`src/rtl/instr_encode_loader.sv`:
```
// Instruction encoder and loader.
// Encodes symbolic ops into MIPS words, buffers them and writes them to imem.
module instr_encode_loader #(
    parameter int DEPTH  = 4,
    parameter int ADDR_W = 8
) (
    input  logic              clk,
    input  logic              rst_n,
    input  logic              start,
    input  logic [ADDR_W-1:0] base_addr,
    input  logic              finish,
    input  logic              op_valid,
    output logic              op_ready,
    input  logic [3:0]        op_kind,
    input  logic [4:0]        rs,
    input  logic [4:0]        rt,
    input  logic [4:0]        rd,
    input  logic [15:0]       imm,
    input  logic [25:0]       target,
    output logic              mem_we,
    input  logic              mem_ready,
    output logic [ADDR_W-1:0] mem_addr,
    output logic [31:0]       mem_wdata,
    output logic              busy,
    output logic              done,
    output logic [ADDR_W:0]   word_count,
    output logic              illegal_err
);

    localparam logic [1:0] S_IDLE  = 2'd0;
    localparam logic [1:0] S_LOAD  = 2'd1;
    localparam logic [1:0] S_DRAIN = 2'd2;
    localparam logic [1:0] S_DONE  = 2'd3;

    localparam logic [3:0] K_ADD = 4'd0;
    localparam logic [3:0] K_SUB = 4'd1;
    localparam logic [3:0] K_AND = 4'd2;
    localparam logic [3:0] K_OR  = 4'd3;
    localparam logic [3:0] K_SLT = 4'd4;
    localparam logic [3:0] K_LW  = 4'd5;
    localparam logic [3:0] K_SW  = 4'd6;
    localparam logic [3:0] K_J   = 4'd7;
    localparam logic [3:0] K_BEQ = 4'd8;
    localparam logic [3:0] K_BNE = 4'd9;
    localparam logic [3:0] K_NOP = 4'd10;

    localparam int PW = (DEPTH > 1) ? $clog2(DEPTH) : 1;
    localparam logic [PW:0] CNT_FULL = (PW + 1)'(DEPTH);
    localparam logic [ADDR_W:0] SPAN = {1'b1, {ADDR_W{1'b0}}};

    logic [1:0]        state;
    logic [31:0]       fifo [DEPTH];
    logic [PW-1:0]     wptr;
    logic [PW-1:0]     rptr;
    logic [PW:0]       cnt;
    logic              full;
    logic [ADDR_W-1:0] base_lat;
    logic [ADDR_W-1:0] addr_q;
    logic [ADDR_W:0]   acc;
    logic [ADDR_W:0]   limit;
    logic [ADDR_W:0]   wc;
    logic              ill_q;
    logic              legal;
    logic [31:0]       enc;
    logic              active;
    logic              accept;
    logic              push;
    logic              pop;
    logic              sess_go;

    assign active   = (state == S_LOAD) || (state == S_DRAIN);
    assign full     = (cnt == CNT_FULL);
    // Words still allowed before the address space would wrap.
    assign limit    = SPAN - {1'b0, base_lat};
    assign op_ready = (state == S_LOAD) && !full && (acc < limit);
    assign accept   = op_valid && op_ready;
    assign push     = accept && legal;
    assign mem_we   = active && (cnt != '0);
    assign pop      = mem_we && mem_ready;
    assign sess_go  = (state == S_IDLE) && start;

    assign mem_wdata   = mem_we ? fifo[rptr] : '0;
    assign mem_addr    = addr_q;
    assign busy        = active;
    assign done        = (state == S_DONE);
    assign word_count  = wc;
    assign illegal_err = ill_q;

    // Encode the presented request into its 32-bit machine word.
    always_comb begin
        enc   = '0;
        legal = 1'b1;
        case (op_kind)
            K_ADD:   enc = {6'b000000, rs, rt, rd, 5'b0, 6'b100000};
            K_SUB:   enc = {6'b000000, rs, rt, rd, 5'b0, 6'b100010};
            K_AND:   enc = {6'b000000, rs, rt, rd, 5'b0, 6'b100100};
            K_OR:    enc = {6'b000000, rs, rt, rd, 5'b0, 6'b100101};
            K_SLT:   enc = {6'b000000, rs, rt, rd, 5'b0, 6'b101010};
            K_LW:    enc = {6'b100011, rs, rt, imm};
            K_SW:    enc = {6'b101011, rs, rt, imm};
            K_J:     enc = {6'b000010, target};
            K_BEQ:   enc = {6'b000100, rs, rt, imm};
            K_BNE:   enc = {6'b000101, rs, rt, imm};
            K_NOP:   enc = '0;
            default: legal = 1'b0;
        endcase
    end

    // Session FSM: idle, accept ops, drain the FIFO, pulse done.
    always_ff @(posedge clk or negedge rst_n) begin
        if (!rst_n) begin
            state <= S_IDLE;
        end else begin
            case (state)
                S_IDLE:  if (start) state <= S_LOAD;
                S_LOAD:  if (finish) state <= S_DRAIN;
                S_DRAIN: if (cnt == '0) state <= S_DONE;
                S_DONE:  state <= S_IDLE;
                default: state <= S_IDLE;
            endcase
        end
    end

    // Per-session address, counters and sticky illegal flag.
    always_ff @(posedge clk or negedge rst_n) begin
        if (!rst_n) begin
            base_lat <= '0;
            addr_q   <= '0;
            acc      <= '0;
            wc       <= '0;
            ill_q    <= 1'b0;
        end else if (sess_go) begin
            base_lat <= base_addr;
            addr_q   <= base_addr;
            acc      <= '0;
            wc       <= '0;
            ill_q    <= 1'b0;
        end else begin
            if (push) acc <= acc + 1'b1;
            if (accept && !legal) ill_q <= 1'b1;
            if (pop) begin
                wc <= wc + 1'b1;
                // Hold at the top address instead of wrapping to zero.
                if (addr_q != '1) addr_q <= addr_q + 1'b1;
            end
        end
    end

    // FIFO pointers and occupancy; emptied at session start.
    always_ff @(posedge clk or negedge rst_n) begin
        if (!rst_n) begin
            wptr <= '0;
            rptr <= '0;
            cnt  <= '0;
        end else if (sess_go) begin
            wptr <= '0;
            rptr <= '0;
            cnt  <= '0;
        end else begin
            if (push) wptr <= wptr + 1'b1;
            if (pop)  rptr <= rptr + 1'b1;
            case ({push, pop})
                2'b10:   cnt <= cnt + 1'b1;
                2'b01:   cnt <= cnt - 1'b1;
                default: cnt <= cnt;
            endcase
        end
    end

    // FIFO storage; contents are don't-care until written.
    always_ff @(posedge clk) begin
        if (push) fifo[wptr] <= enc;
    end

endmodule

```
`config.mk`:
```
export PLATFORM = sky130hd
export DESIGN_NAME = instr_encode_loader
export DESIGN_NICKNAME = d
export VERILOG_FILES = /design/src/rtl/instr_encode_loader.sv
export SDC_FILE = /design/constraint.sdc
export NUM_CORES = 1
export LEC_CHECK = 0
export BUFFER_PORTS_ARGS = -buffer_cell sky130_fd_sc_hd__buf_2
export CORE_MARGIN = 2
export CORE_UTILIZATION = 38
export DETAILED_ROUTE_END_ITERATION = 6
export PLACE_DENSITY = 0.6
export SLEW_MARGIN = 5
export SYNTH_ARGS = -nofsm -noshare
export SYNTH_HDL_FRONTEND = slang
export SYNTH_SLANG_ARGS = --single-unit
```
`constraint.sdc`:
```
create_clock -name clk -period 4.25 [get_ports clk]
set_input_delay 0 -clock clk [delete_from_list [all_inputs] [get_ports clk]]
set_output_delay 0 -clock clk [all_outputs]
set_load 0.05 [all_outputs]
```
Yosys cells after proc, flatten, opt, wreduce, memory -nomap -nowiden. Memories as Yosys holds them, arrays and structs flattened. Cells that the tools add are included.

Bits in registers: 44. Bits in latches: 0. Bits in writable memories: 128. ROM bits: 0. Memories: 1.

$add $sub $neg: 8. $mul: 0. Divide/modulo/power cells: 0. Order comparisons: 1. Equal/unequal tests: 20. Shift operators: 0. Muxes and demuxes: 24. Bitwise operators: 0. Reduce and logical (&&, ||, !) cells: 23.

Memories: fifo (depth 4, bits a word 32, read ports 1, clocked after memory_dff 0, wr ports 1, RTL line 52) `logic [31:0] fifo [DEPTH];`.

Operators by type and width (number): $pmux W32 S10 (1); $mux W9 (4); $mux W32 (1); $mux W8 (3); $add A9 B1 Y9 const B (2); $eq A4 B3 Y1 const B (4); $mux W2 (7); $eq A4 B4 Y1 const B (3); $reduce_or A11 Y1 (1); $lt A9 B9 Y1 (1); $sub A9 B8 Y9 const A (1); $add A8 B1 Y8 const B (1); $eq A4 B2 Y1 const B (2); $logic_and A1 B1 Y1 (8); $ne A8 B8 Y1 const B (1); $pmux W2 S4 (1); $reduce_bool A2 Y1 (4); $eq A2 B2 Y1 const B (3); $pmux W3 S2 (1); $reduce_bool A3 Y1 (2); $mux W1 (5); $add A2 B1 Y2 const B (2); $eq A2 B1 Y1 const B (2); $eq A4 B1 Y1 const B (1); 13 further kinds (15).

Logic depth before layout (Yosys ltp). Gate-level depths: netlist of the first run.

Depth after elaboration: 9. Gate-level depth with buffers: 17. Gate-level depth less buffers: 15.

Worst setup path before layout of the first run. Ideal clock, no wire load.

Path kind: register to register. Start point: register base_lat[0]. End point: register cnt[2]. Library setup time: 0.079 ns. Arrival: 3.708 ns. Data required time: 4.171 ns. Setup slack: 0.463 ns. Cell stages (with the launch flop): 16. Cell sequence: dfrtp_1 -> inv_1 -> ha_1 -> inv_1 -> or4_1 -> ha_1 -> o21ai_0 -> o2111ai_2 -> a211oi_4 -> and2_1 -> buf_6 -> buf_12 -> nor2_1 -> fa_1 -> o31ai_1 -> mux2i_1.

Cells in the longest elaborated chain, start to end: 8. Elaborated cells between the ends (all ways): 10. Those cells by class: add/sub: 1; order compare: 1; eq/ne: 2; mux: 2; reduce/logical: 4.

Ends and longest elaborated chain: from (decl) (RTL line 57) `logic [ADDR_W-1:0] base_lat;`; from (signal assigned) (RTL line 133) `base_lat <= base_addr;`; $sub A9 B8 Y9 * (RTL line 74) `assign limit = SPAN - {1'b0, base_lat};`; $lt A9 B9 Y1 * (RTL line 75) `assign op_ready = (state == S_LOAD) && !full && (acc < limit);`; $logic_and A1 B1 Y1 * (RTL line 75); net op_ready (RTL line 13) `output logic op_ready,`; $logic_and A1 B1 Y1 * (RTL line 76) `assign accept = op_valid && op_ready;`; $logic_and A1 B1 Y1 * (RTL line 77) `assign push = accept && legal;`; $eq A2 B1 Y1 or $eq A2 B2 Y1 (tied branches) (RTL line 162) `case ({push, pop})`; $pmux W3 S2 (RTL line 162); $mux W3 (RTL line 155) `end else if (sess_go) begin`; to (signal assigned) (RTL line 163) `2'b10: cnt <= cnt + 1'b1;`; to (signal assigned) (RTL line 164) `2'b01: cnt <= cnt - 1'b1;`; to (signal assigned) (RTL line 165) `default: cnt <= cnt;`; to (decl) (RTL line 55) `logic [PW:0] cnt;`.

Mark *: on every way through the listed nets, which the timed path passes. The rest lies on a longest branch. A chain may end at the register's enable or synchronous reset.

Final worst setup path of the first run.
Start point: register base_lat[1]. End point: register cnt[2].

Cells in the longest elaborated chain, start to end: 8. Elaborated cells between the ends (all ways): 10. Those cells by class: add/sub: 1; order compare: 1; eq/ne: 2; mux: 2; reduce/logical: 4.

Ends and longest elaborated chain (RTL line): $sub A9 B8 Y9 * (74); $lt A9 B9 Y1 * (75); $logic_and A1 B1 Y1 * (75); $logic_and A1 B1 Y1 * (76); $logic_and A1 B1 Y1 * (77); $eq A2 B1 Y1 or $eq A2 B2 Y1 (tied branches) (162); $pmux W3 S2 (162); $mux W3 (155).

Every way passes the cells marked *; elsewhere a longest branch is shown, timed or not.

==> results.py, run 1 <==
metrics = {
    "final_layout": {
        "synthToLayoutAreaGrowth_pct": 25.97,
        "n_fill_cell": 1785,
        "regArea_um2": 4826,
        "final_cell_mix": "127 x buf_2, 124 x edfxtp_1, 53 x dlygate4sd3_1",
        "antenna_cells": 0,
        "drive_gt1_share_pct": 29.46,
        "layoutNonFillerInstCount": 1010,
        "multi_input_area_um2": 2718,
        "final_area_um2": 9788,
        "final_common_cell": "buf_2",
        "fin_nets": 824,
    },
    "clock_network": {
        "cts_buffer_depth": 2,
        "clk_latency_ns": 0.42,
        "cts_setup_buffers": 0,
        "clock_sinks": 168,
        "clock-root-buffer": "clkbuf_16",
        "numCtsBuffers": 17,
        "cts_max_level": 4,
        "cts_tree": "done",
        "clkTransAtPathRegs_ns": 0.07,
        "cts_resized": 0,
        "holdBufCountCts": 53,
    },
    "power": {
        "cellPowerDensity_nw_per_um2": 666.9,
        "intPower_uw": 3691,
        "power_leakage_uw": 0.004024,
        "power_frac_comb_pct": 42.9,
        "max-vdd-ir-drop_v": 0.0004010,
        "clockPowerShare_pct": 22.8,
        "power_frac_seq_pct": 34.3,
        "power.switching_uw": 2836,
        "power_switching_share_pct": 43.45,
    },
    "routing": {
        "wl_met1_mm": 7.099,
        "antenna_left": 0,
        "highest_layer": "met4",
        "drt-initial-drc-count": 262,
        "dr_wl_met2_mm": 8.722,
        "vias_per_cell": 5.122,
        "wl_per_cell_um": 17.02,
        "drt-pass1-iter-count": 7,
        "wl_met3_um": 930,
        "vias": 5173,
        "drt-total-wl_mm": 17.19,
        "drc": 0,
    },
    "global_routing": {
        "grt_pass1_vias": 5265,
        "antenna_found_initial": 0,
        "track_usage_pct": 16.22,
        "grt_overflow": 0,
        "grt_pass1_wl_mm": 26.96,
        "grt_max_degree": 45,
    },
    "timing": {
        "rsz0062_at_grt": "false",
        "maxSlewViolCount": 0,
        "final_hold_viol_count": 0,
        "max_slew_margin_pct": 19.23,
        "skew_ns": 0.008695,
        "fin_hold_ws_ns": 0.01169,
        "layout_min_cycle_time_ns": 3.580,
        "setup_viol": 0,
        "finalCritPeriodShare_pct": 84.23,
        "max_freq_mhz": 279.3,
        "max_slew.worst_pin.slew_ns": 1.212,
        "fin_tns_setup_ns": 0,
    },
    "place": {
        "placed_area_um2": 8675,
        "gp_congestion": 0.7752,
        "dpl.cell_count": 925,
        "place_hpwl_mm": 11.66,
        "place.port_buffers": 127,
    },
    "synthesis": {
        "synth_edf_count": 124,
        "synth-seq-area-share_pct": 62.09,
        "netlist_instances": 546,
        "async_reset_ff_share_pct": 26.19,
        "ys_warn_count": 0,
        "ys_ff_latch": 168,
        "synthFlopType": "edfxtp_1",
        "synth_area_um2": 7770,
        "synth_area_per_cell_um2": 14.23,
        "synth_cell_types": 59,
        "syn_nets": 643,
    },
    "worst_setup_path": {
        "reg2reg_setup_slack_ns": 0.67,
        "reg2reg_to": "cnt[2]",
        "required_ns": 4.60,
        "critical_path_class": "flop to flop",
        "worstPathArrival_ns": 3.93,
        "cp-end-kind": "flop",
        "critPathCapture": "cnt[2]",
        "cp-start-kind": "flop",
        "cp_max_fo": 10,
        "rr_startpoint": "base_lat[1]",
        "reg2regPathDepth": 13,
        "setup.worst_path.start": "base_lat[1]",
    },
    "floorplan": {
        "core.rowCount": 52,
        "die_h_um": 147.0,
        "dieArea_um2": 21610,
        "ios": 129,
        "die_w_um": 147.0,
        "initial_core_util_pct": 38.52,
        "core-area_um2": 20170,
    },
    "status": {
        "status": "finished clean",
    },
    "job": {
        "cap_violations": 0,
    },
    "worst_hold_path": {
        "hold_path_class": "primary input to flop",
    },
}
## routing by layer
metal | global-route usage (%) | up-vias
met3 | 3.820 | 31
met4 | 6.298 | 0
met2 | 28.50 | 164
met1 | 19.42 | 2568
li1 | - | 2410
met5 | 0 | -
## worst max-delay path, cell delays in order, from the launching register on
cell and delay [ns]:
dfrtp_1 0.40, inv_1 0.09, ha_1 0.21, inv_1 0.06
or4_1 0.47, ha_1 0.30, o21ai_0 0.11, o2111ai_2 0.16
a211oi_4 0.46, and2_1 0.22, nor2_1 0.07, fa_1 0.41
o31ai_1 0.33, mux2i_1 0.22
## flip-flops by register name (all words and copies together) (netlist names)
| name | cells |
|---|---|
| acc | 9 |
| base_lat | 8 |
| word_count | 9 |
| illegal_err | 1 |
| rptr | 2 |
| fifo | 124 |
| wptr | 2 |
| mem_addr | 8 |
| state | 2 |
| cnt | 3 |
## power groups by stage
stage | Combinational, uW | Clock [uW] | Sequential (uW)
finish | 2800 | 1490 | 2240
global route | 3000 | 1590 | 2280
CTS | 2840 | 1520 | 2240
global placement | 2730 | 0 | 2260
detailed placement | 2780 | 0 | 2270
floorplan | 2040 | 0 | 2330
## how the worst min path moves through the flow
stage | start | endpoint | slack [ns] | cells after the start
floorplan | rst_n | acc[0] | -0.30 | 0
global placement | rst_n | mem_addr[7] | 0.22 | 1
detailed placement | rst_n | mem_addr[7] | 0.23 | 1
CTS | rd[1] | fifo[1][12] | 0.002 | 3
global route | rd[1] | fifo[3][12] | 0.02 | 3
finish | rd[1] | fifo[3][12] | 0.01 | 3
## layout make-up
type                       count  share of cell area (%)
tap                          270                   3.451
inverter                      24                  0.9204
sequential                   168                   49.30
clock inverter                15                   1.611
multi-input combinational    327                   27.76
timing repair buffer         189                   12.60
clock buffer                  17                   4.346
## synth_stat cells (2+ instances only)
library cell	n	area, um2
inv_1	23	86.33
nor2b_1	2	12.51
and3_2	5	37.54
mux4_2	31	698.2
and2_1	35	219.0
or3_1	2	12.51
xor2_1	16	140.1
a211oi_1	2	15.01
nand2_1	50	187.7
nor3b_1	2	15.01
xnor2_1	9	78.83
buf_2	5	25.02
a222oi_1	5	50.05
clkbuf_1	16	60.06
nand3_1	6	30.03
or2_2	2	12.51
nor3_1	5	25.02
o21ai_0	16	80.08
and3_1	6	37.54
a22o_1	17	148.9
a31oi_1	2	12.51
ha_1	21	262.8
o31ai_1	2	15.01
mux2_2	2	22.52
nand4_1	10	62.56
buf_4	2	15.01
dfrtp_1	44	1101
a31o_2	2	17.52
nor2_1	27	101.4
nand2b_1	5	31.28
a21oi_1	13	65.06
edfxtp_1	124	3724
mux2i_1	10	100.1
o22ai_1	2	12.51
## per-stage QoR
step	total power [uW]	worst slack, ns	util, %
finish	6527	0.6701	48.53
global route	6869	0.3821	48.53
CTS	6600	0.6582	48.53
detailed placement	5056	0.7060	43.01
global placement	4989	0.8268	43.01
floorplan	4369	0.4626	-
## cells by family (layout without fill, tap and decap cells)
| logic type | after synthesis | in the layout | share of synthesized area [%] |
|---|---|---|---|
| adders and majority gates | 22 | 22 | 3.639 |
| muxes | 43 | 43 | 10.56 |
| AOI/OAI and AO/OA | 75 | 75 | 7.214 |
| and+or+nand+nor | 161 | 161 | 10.66 |
| DFF | 168 | 168 | 62.09 |
| other | 1 | 1 | 0.04826 |
| buffers and inverters | 51 | 245 | 2.963 |
| xor gates and xnor gates | 25 | 25 | 2.818 |
Power figures use the tool's default switching activity.
==> run 2, diff against run 1 <==
==> constraint.sdc (replaced) <==
create_clock -name clk -period 3.3 [get_ports clk]
set_input_delay 0 -clock clk [delete_from_list [all_inputs] [get_ports clk]]
set_output_delay 0 -clock clk [all_outputs]
set_load 0.05 [all_outputs]
==> run 2 against run 1 <==
Against the previous run: worst setup slack worse by 0.60 ns; clock-buffer cell count grew 1; sequential power grew 26%; critical path depth fell by 5; flip-flop and latch count did not move; critical endpoint is now fifo[0][14]; largest cell class unchanged; largest power group unchanged; highest routed layer unchanged.
==> results.py, run 2 (same netlist as run 1, synthesis figures left out) <==
metrics = {
    "global_routing": {
        "grt_pass1_vias": 5354,
        "antenna_found_initial": 0,
        "track_usage_pct": 16.78,
        "grt_max_degree": 45,
        "grt_overflow": 0,
        "grt_pass1_wl_mm": 28.00,
    },
    "routing": {
        "drc": 0,
        "drt-pass1-iter-count": 7,
        "vias_per_cell": 5.151,
        "dr_wl_met2_mm": 9.048,
        "vias": 5264,
        "highest_layer": "met4",
        "drt-total-wl_mm": 17.69,
        "antenna_left": 0,
        "wl_met1_mm": 7.551,
        "wl_met3_um": 887,
        "drt-initial-drc-count": 331,
        "wl_per_cell_um": 17.31,
    },
    "power": {
        "intPower_uw": 4892,
        "max-vdd-ir-drop_v": 0.0005333,
        "power_switching_share_pct": 43.33,
        "cellPowerDensity_nw_per_um2": 866.0,
        "power_frac_seq_pct": 32.8,
        "power_frac_comb_pct": 44.9,
        "power.switching_uw": 3741,
        "clockPowerShare_pct": 22.3,
        "power_leakage_uw": 0.004081,
    },
    "floorplan": {
        "core.rowCount": 52,
        "core-area_um2": 20170,
        "die_w_um": 147.0,
        "ios": 129,
        "initial_core_util_pct": 38.52,
        "die_h_um": 147.0,
        "dieArea_um2": 21610,
    },
    "worst_setup_path": {
        "rr_startpoint": "base_lat[4]",
        "reg2regPathDepth": 8,
        "critical_path_class": "flop to flop",
        "cp-end-kind": "flop",
        "reg2reg_setup_slack_ns": 0.07,
        "cp-start-kind": "flop",
        "critPathCapture": "fifo[0][14]",
        "cp_max_fo": 31,
        "reg2reg_to": "fifo[0][14]",
        "worstPathArrival_ns": 3.28,
        "required_ns": 3.35,
        "setup.worst_path.start": "base_lat[4]",
    },
    "timing": {
        "setup_viol": 0,
        "max_freq_mhz": 309.9,
        "rsz0062_at_grt": "true",
        "skew_ns": 0.009716,
        "finalCritPeriodShare_pct": 97.78,
        "max_slew_margin_pct": 26.96,
        "fin_hold_ws_ns": 0.01947,
        "maxSlewViolCount": 0,
        "max_slew.worst_pin.slew_ns": 1.096,
        "layout_min_cycle_time_ns": 3.227,
        "final_hold_viol_count": 0,
    },
    "worst_hold_path": {
        "hold_path_class": "primary input to flop",
    },
    "clock_network": {
        "numCtsBuffers": 17,
        "cts_tree": "done",
        "clock-root-buffer": "clkbuf_16",
        "clock_sinks": 168,
        "clk_latency_ns": 0.43,
        "cts_max_level": 4,
        "clkTransAtPathRegs_ns": 0.07,
        "cts_buffer_depth": 2,
    },
    "final_layout": {
        "finalCoreUtilization_pct": 49.42,
        "final_cell_mix": "127 x buf_2, 124 x edfxtp_1, 55 x dlygate4sd3_1",
        "fin_nets": 836,
        "synthToLayoutAreaGrowth_pct": 28.29,
        "top_register": "fifo",
        "final_common_cell": "buf_2",
        "final_area_um2": 9968,
        "largest_reg_flops": 124,
        "n_fill_cell": 1741,
        "drive_gt1_share_pct": 32.45,
        "layoutNonFillerInstCount": 1022,
        "antenna_cells": 0,
    },
    "place": {
        "placed_area_um2": 8715,
        "place_hpwl_mm": 11.47,
        "gp_congestion": 0.7857,
        "place.port_buffers": 127,
        "dpl.cell_count": 928,
    },
    "job": {
        "cap_violations": 0,
    },
    "status": {
        "status": "finished clean",
    },
}
==> run 2: what timing repair did <==
item / in CTS / in global routing
pin swaps: 0 / 6
hold buffers: 55 / 0
gates cloned: 0 / 0
endpoints found under the hold margin: 150 / 0
buffers inserted: 0 / 7
gates resized for setup: 1 / 18
endpoints found under the setup margin: 124 / 96
==> run 2: layer usage <==
layer | GRT usage (%) | vias up
li1 | - | 2434
met4 | 5.048 | 0
met1 | 20.95 | 2634
met2 | 29.44 | 180
met5 | 0 | -
met3 | 3.665 | 16
==> run 2: final cells by class <==
type	count	area (um2)	area share (%)
clock buffer	18	429.2	4.305
clock inverter	14	145.1	1.456
inverter	24	90.09	0.9037
multi-input combinational	327	2810	28.19
sequential	168	4827	48.42
tap	270	337.8	3.389
timing repair buffer	201	1329	13.33
==> run 2: how the worst min path moves through the flow <==
stage | cells past startpoint | slack [ns] | start | endpoint
3_3_place_gp | 1 | 0.22 | rst_n | mem_addr[7]
4_1_cts | 2 | 0.002 | target[18] | fifo[2][18]
2_1_floorplan | 0 | -0.30 | rst_n | acc[0]
5_1_grt | 2 | 0.02 | imm[0] | fifo[0][0]
6_report | 2 | 0.02 | imm[0] | fifo[0][0]
3_5_place_dp | 1 | 0.23 | rst_n | mem_addr[5]
==> run 2: stage by stage <==
stage               TNS, ns  power (uW)  setup WS, ns
floorplan           -0.5055        5645       -0.2917
global placement          0        6463       0.05461
detailed placement   -1.533        6541      -0.02354
CTS                  -2.549        8548      -0.03970
global route         -3.919        9050      -0.07252
finish                    0        8633       0.07320
==> run 2: power groups by stage <==
stage / Sequential, uW / Combinational (uW) / Clock [uW]
finish: 2830 / 3870 / 1930
global route: 2870 / 4150 / 2040
CTS: 2830 / 3760 / 1970
detailed placement: 2870 / 3670 / 0
global placement: 2850 / 3610 / 0
floorplan: 3000 / 2640 / 0
==> run 2: worst max-delay path, cell delays in order (launching register included) <==
cell,delay (ns)
dfrtp_1,0.41
nor2_1,0.15
nand2_2,0.09
or4_1,0.49
ha_1,0.32
o21ai_2,0.07
o2111ai_2,0.14
a211oi_4,0.36
and3_2,0.81
==> run 3, diff against run 2 <==
--- a/config.mk
+++ b/config.mk
@@ -6,7 +6,6 @@
 export NUM_CORES = 1
 export LEC_CHECK = 0
 export BUFFER_PORTS_ARGS = -buffer_cell sky130_fd_sc_hd__buf_2
-export CORE_MARGIN = 2
 export CORE_UTILIZATION = 38
 export DETAILED_ROUTE_END_ITERATION = 6
 export PLACE_DENSITY = 0.6
==> run 3 against run 2 <==
Against the previous run: via count down 3.9%; die area down 2.7%; worst setup slack better by 0.15 ns; register-to-register slack better by 0.15 ns; critical path type unchanged; routed wire length down 0.73%; sequential power about the same; global-route usage up 0.41 points; first-iteration DRC count down 37%; sequential share of layout area up 0.73 points; clock power about the same; total power down 2.1%; worst hold slack worse by 0.015 ns.
==> results.py, run 3 (same netlist as run 1, synthesis figures left out) <==
metrics = {
    "worst_setup_path": {
        "cp-end-kind": "flop",
        "rr_startpoint": "base_lat[0]",
        "cp-start-kind": "flop",
        "cpPeakStageDelay_ns": 0.41,
        "reg2regPathDepth": 13,
        "critical_path_class": "flop to flop",
        "critPathBufInv": 2,
        "slowest_stage": "dfrtp_1",
        "cp_top_family": "adder cells",
        "cpMostUsedCell": "inv_1",
        "worstPathArrival_ns": 3.42,
        "required_ns": 3.65,
        "cp_max_fo": 4,
        "reg2reg_setup_slack_ns": 0.22,
        "reg2reg_to": "cnt[2]",
        "crit_chain": "inv_1 -> ha_2 -> inv_1 -> or4_1 -> ha_1 -> o21ai_1 -> o2111ai_2 -> a211oi_4 -> and2_1 -> nor2_4 -> fa_2 -> o31ai_2 -> mux2i_1",
    },
    "global_routing": {
        "grt_overflow": 0,
        "grt_max_degree": 45,
        "track_usage_pct": 17.19,
        "grt_pass1_vias": 5308,
        "antenna_found_initial": 0,
        "grt_pass1_wl_mm": 28.01,
    },
    "floorplan": {
        "initial_core_util_pct": 39.28,
        "die_w_um": 145.0,
        "core.rowCount": 51,
        "die_h_um": 145.0,
        "ios": 129,
        "dieArea_um2": 21020,
        "core-area_um2": 19780,
    },
    "clock_network": {
        "clock-root-buffer": "clkbuf_16",
        "numCtsBuffers": 17,
        "clock_sinks": 168,
        "cts_resized": 0,
        "cts_buffer_depth": 2,
        "clkTransAtPathRegs_ns": 0.07,
        "clk_latency_ns": 0.42,
        "cts_max_level": 4,
        "cts_setup_buffers": 0,
        "cts_tree": "done",
    },
    "timing": {
        "setup_viol": 0,
        "maxSlewViolCount": 0,
        "final_hold_viol_count": 0,
        "rsz0062_at_grt": "false",
        "fin_ws_ns": 0.2240,
        "fin_hold_ws_ns": 0.004094,
        "layout_min_cycle_time_ns": 3.076,
        "max_slew_margin_pct": 32.80,
        "skew_ns": 0.01127,
        "finalCritPeriodShare_pct": 93.21,
        "max_freq_mhz": 325.1,
        "max_slew.worst_pin.slew_ns": 1.008,
    },
    "routing": {
        "drt-initial-drc-count": 208,
        "vias_per_cell": 5.051,
        "vias": 5061,
        "antenna_left": 0,
        "wl_per_cell_um": 17.53,
        "drt-total-wl_mm": 17.56,
        "drt-pass1-iter-count": 4,
        "drc": 0,
    },
    "final_layout": {
        "largest_reg_flops": 124,
        "drive_gt1_share_pct": 30.80,
        "final_common_cell": "buf_2",
        "final_cell_mix": "127 x buf_2, 124 x edfxtp_1, 50 x nand2_1",
        "synthToLayoutAreaGrowth_pct": 26.36,
        "n_fill_cell": 1749,
        "top_register": "fifo",
        "fin_nets": 822,
        "antenna_cells": 0,
    },
    "worst_hold_path": {
        "hold_depth": 2,
        "hold_end": "fifo[2][24]",
        "hold_path_class": "primary input to flop",
        "hp-start": "target[24]",
    },
    "place": {
        "gp_congestion": 0.8067,
        "place_hpwl_mm": 11.87,
        "place.port_buffers": 127,
        "pre_cts_ws_ns": 0.2254,
    },
    "power": {
        "power_leakage_uw": 0.004034,
        "cellPowerDensity_nw_per_um2": 860.5,
        "max-vdd-ir-drop_v": 0.0006836,
    },
    "status": {
        "status": "finished clean",
    },
    "job": {
        "cap_violations": 0,
    },
}
## run 3: cell count changes in the layout (fill, tap and decap cells not counted), moves of 2 or more
cell,before,now
and3_2,3,5
and3_4,2,0
buf_12,0,5
buf_4,19,10
dlygate4sd3_1,55,45
inv_1,21,23
inv_2,3,1
inv_8,7,5
nor2_1,23,25
## run 3: layer usage
metal | track usage, % | vias to the layer above | share of wire [%]
met1 | 20.87 | 2511 | 43
met2 | 30.50 | 124 | 52
li1 | - | 2409 | -
met4 | 5.851 | 0 | 1.3
met5 | 0 | - | 0
met3 | 3.239 | 17 | 3.3
## run 3: cell type report
class / count / area, um2 / area share (%)
sequential: 168 / 4826 / 49.15
multi-input combinational: 327 / 2735 / 27.86
timing repair buffer: 187 / 1261 / 12.85
clock buffer: 17 / 425.4 / 4.333
tap: 265 / 331.6 / 3.377
clock inverter: 14 / 148.9 / 1.517
inverter: 24 / 90.09 / 0.9175
## run 3: report_power, final
group / total [uW] / switching (uW) / internal (uW)
Sequential: 2850 / 294 / 2560
Combinational: 3690 / 2470 / 1220
Clock: 1910 / 901 / 1010
## run 3: repair_timing
item                                   in CTS  in global routing
endpoints found under the hold margin     137                  0
setup endpoints to repair                   0                  0
hold buffers                               45                  0
## run 3: worst register-to-register path: stages, from the launching register on
cell       delay, ns
dfrtp_1         0.41
inv_1           0.09
ha_2            0.20
inv_1           0.05
or4_1           0.41
ha_1            0.32
o21ai_1         0.11
o2111ai_2       0.18
a211oi_4        0.19
and2_1          0.22
nor2_4          0.04
fa_2            0.37
o31ai_2         0.21
mux2i_1         0.20
## run 3: per-stage QoR
step	area, um2	std cells	power (uW)	util [%]	setup TNS [ns]
CTS	9818	1002	8545	49.63	0
finish	9818	1002	8448	49.63	0
global route	9818	1002	8889	49.63	0
global placement	8793	926	6503	44.45	0
detailed placement	8793	926	6575	44.45	0
floorplan	7787	546	5645	-	-0.5055
## run 3: worst max-delay path by stage
stage                            from     end  slack (ns)  cells past startpoint
after floorplan           base_lat[3]  cnt[2]       -0.29                     14
final                     base_lat[0]  cnt[2]        0.22                     13
after global placement    base_lat[3]  cnt[2]        0.29                     12
after CTS                 base_lat[0]  cnt[2]        0.20                     13
after detailed placement  base_lat[0]  cnt[2]        0.23                     13
after global routing      base_lat[3]  cnt[2]        0.03                     13
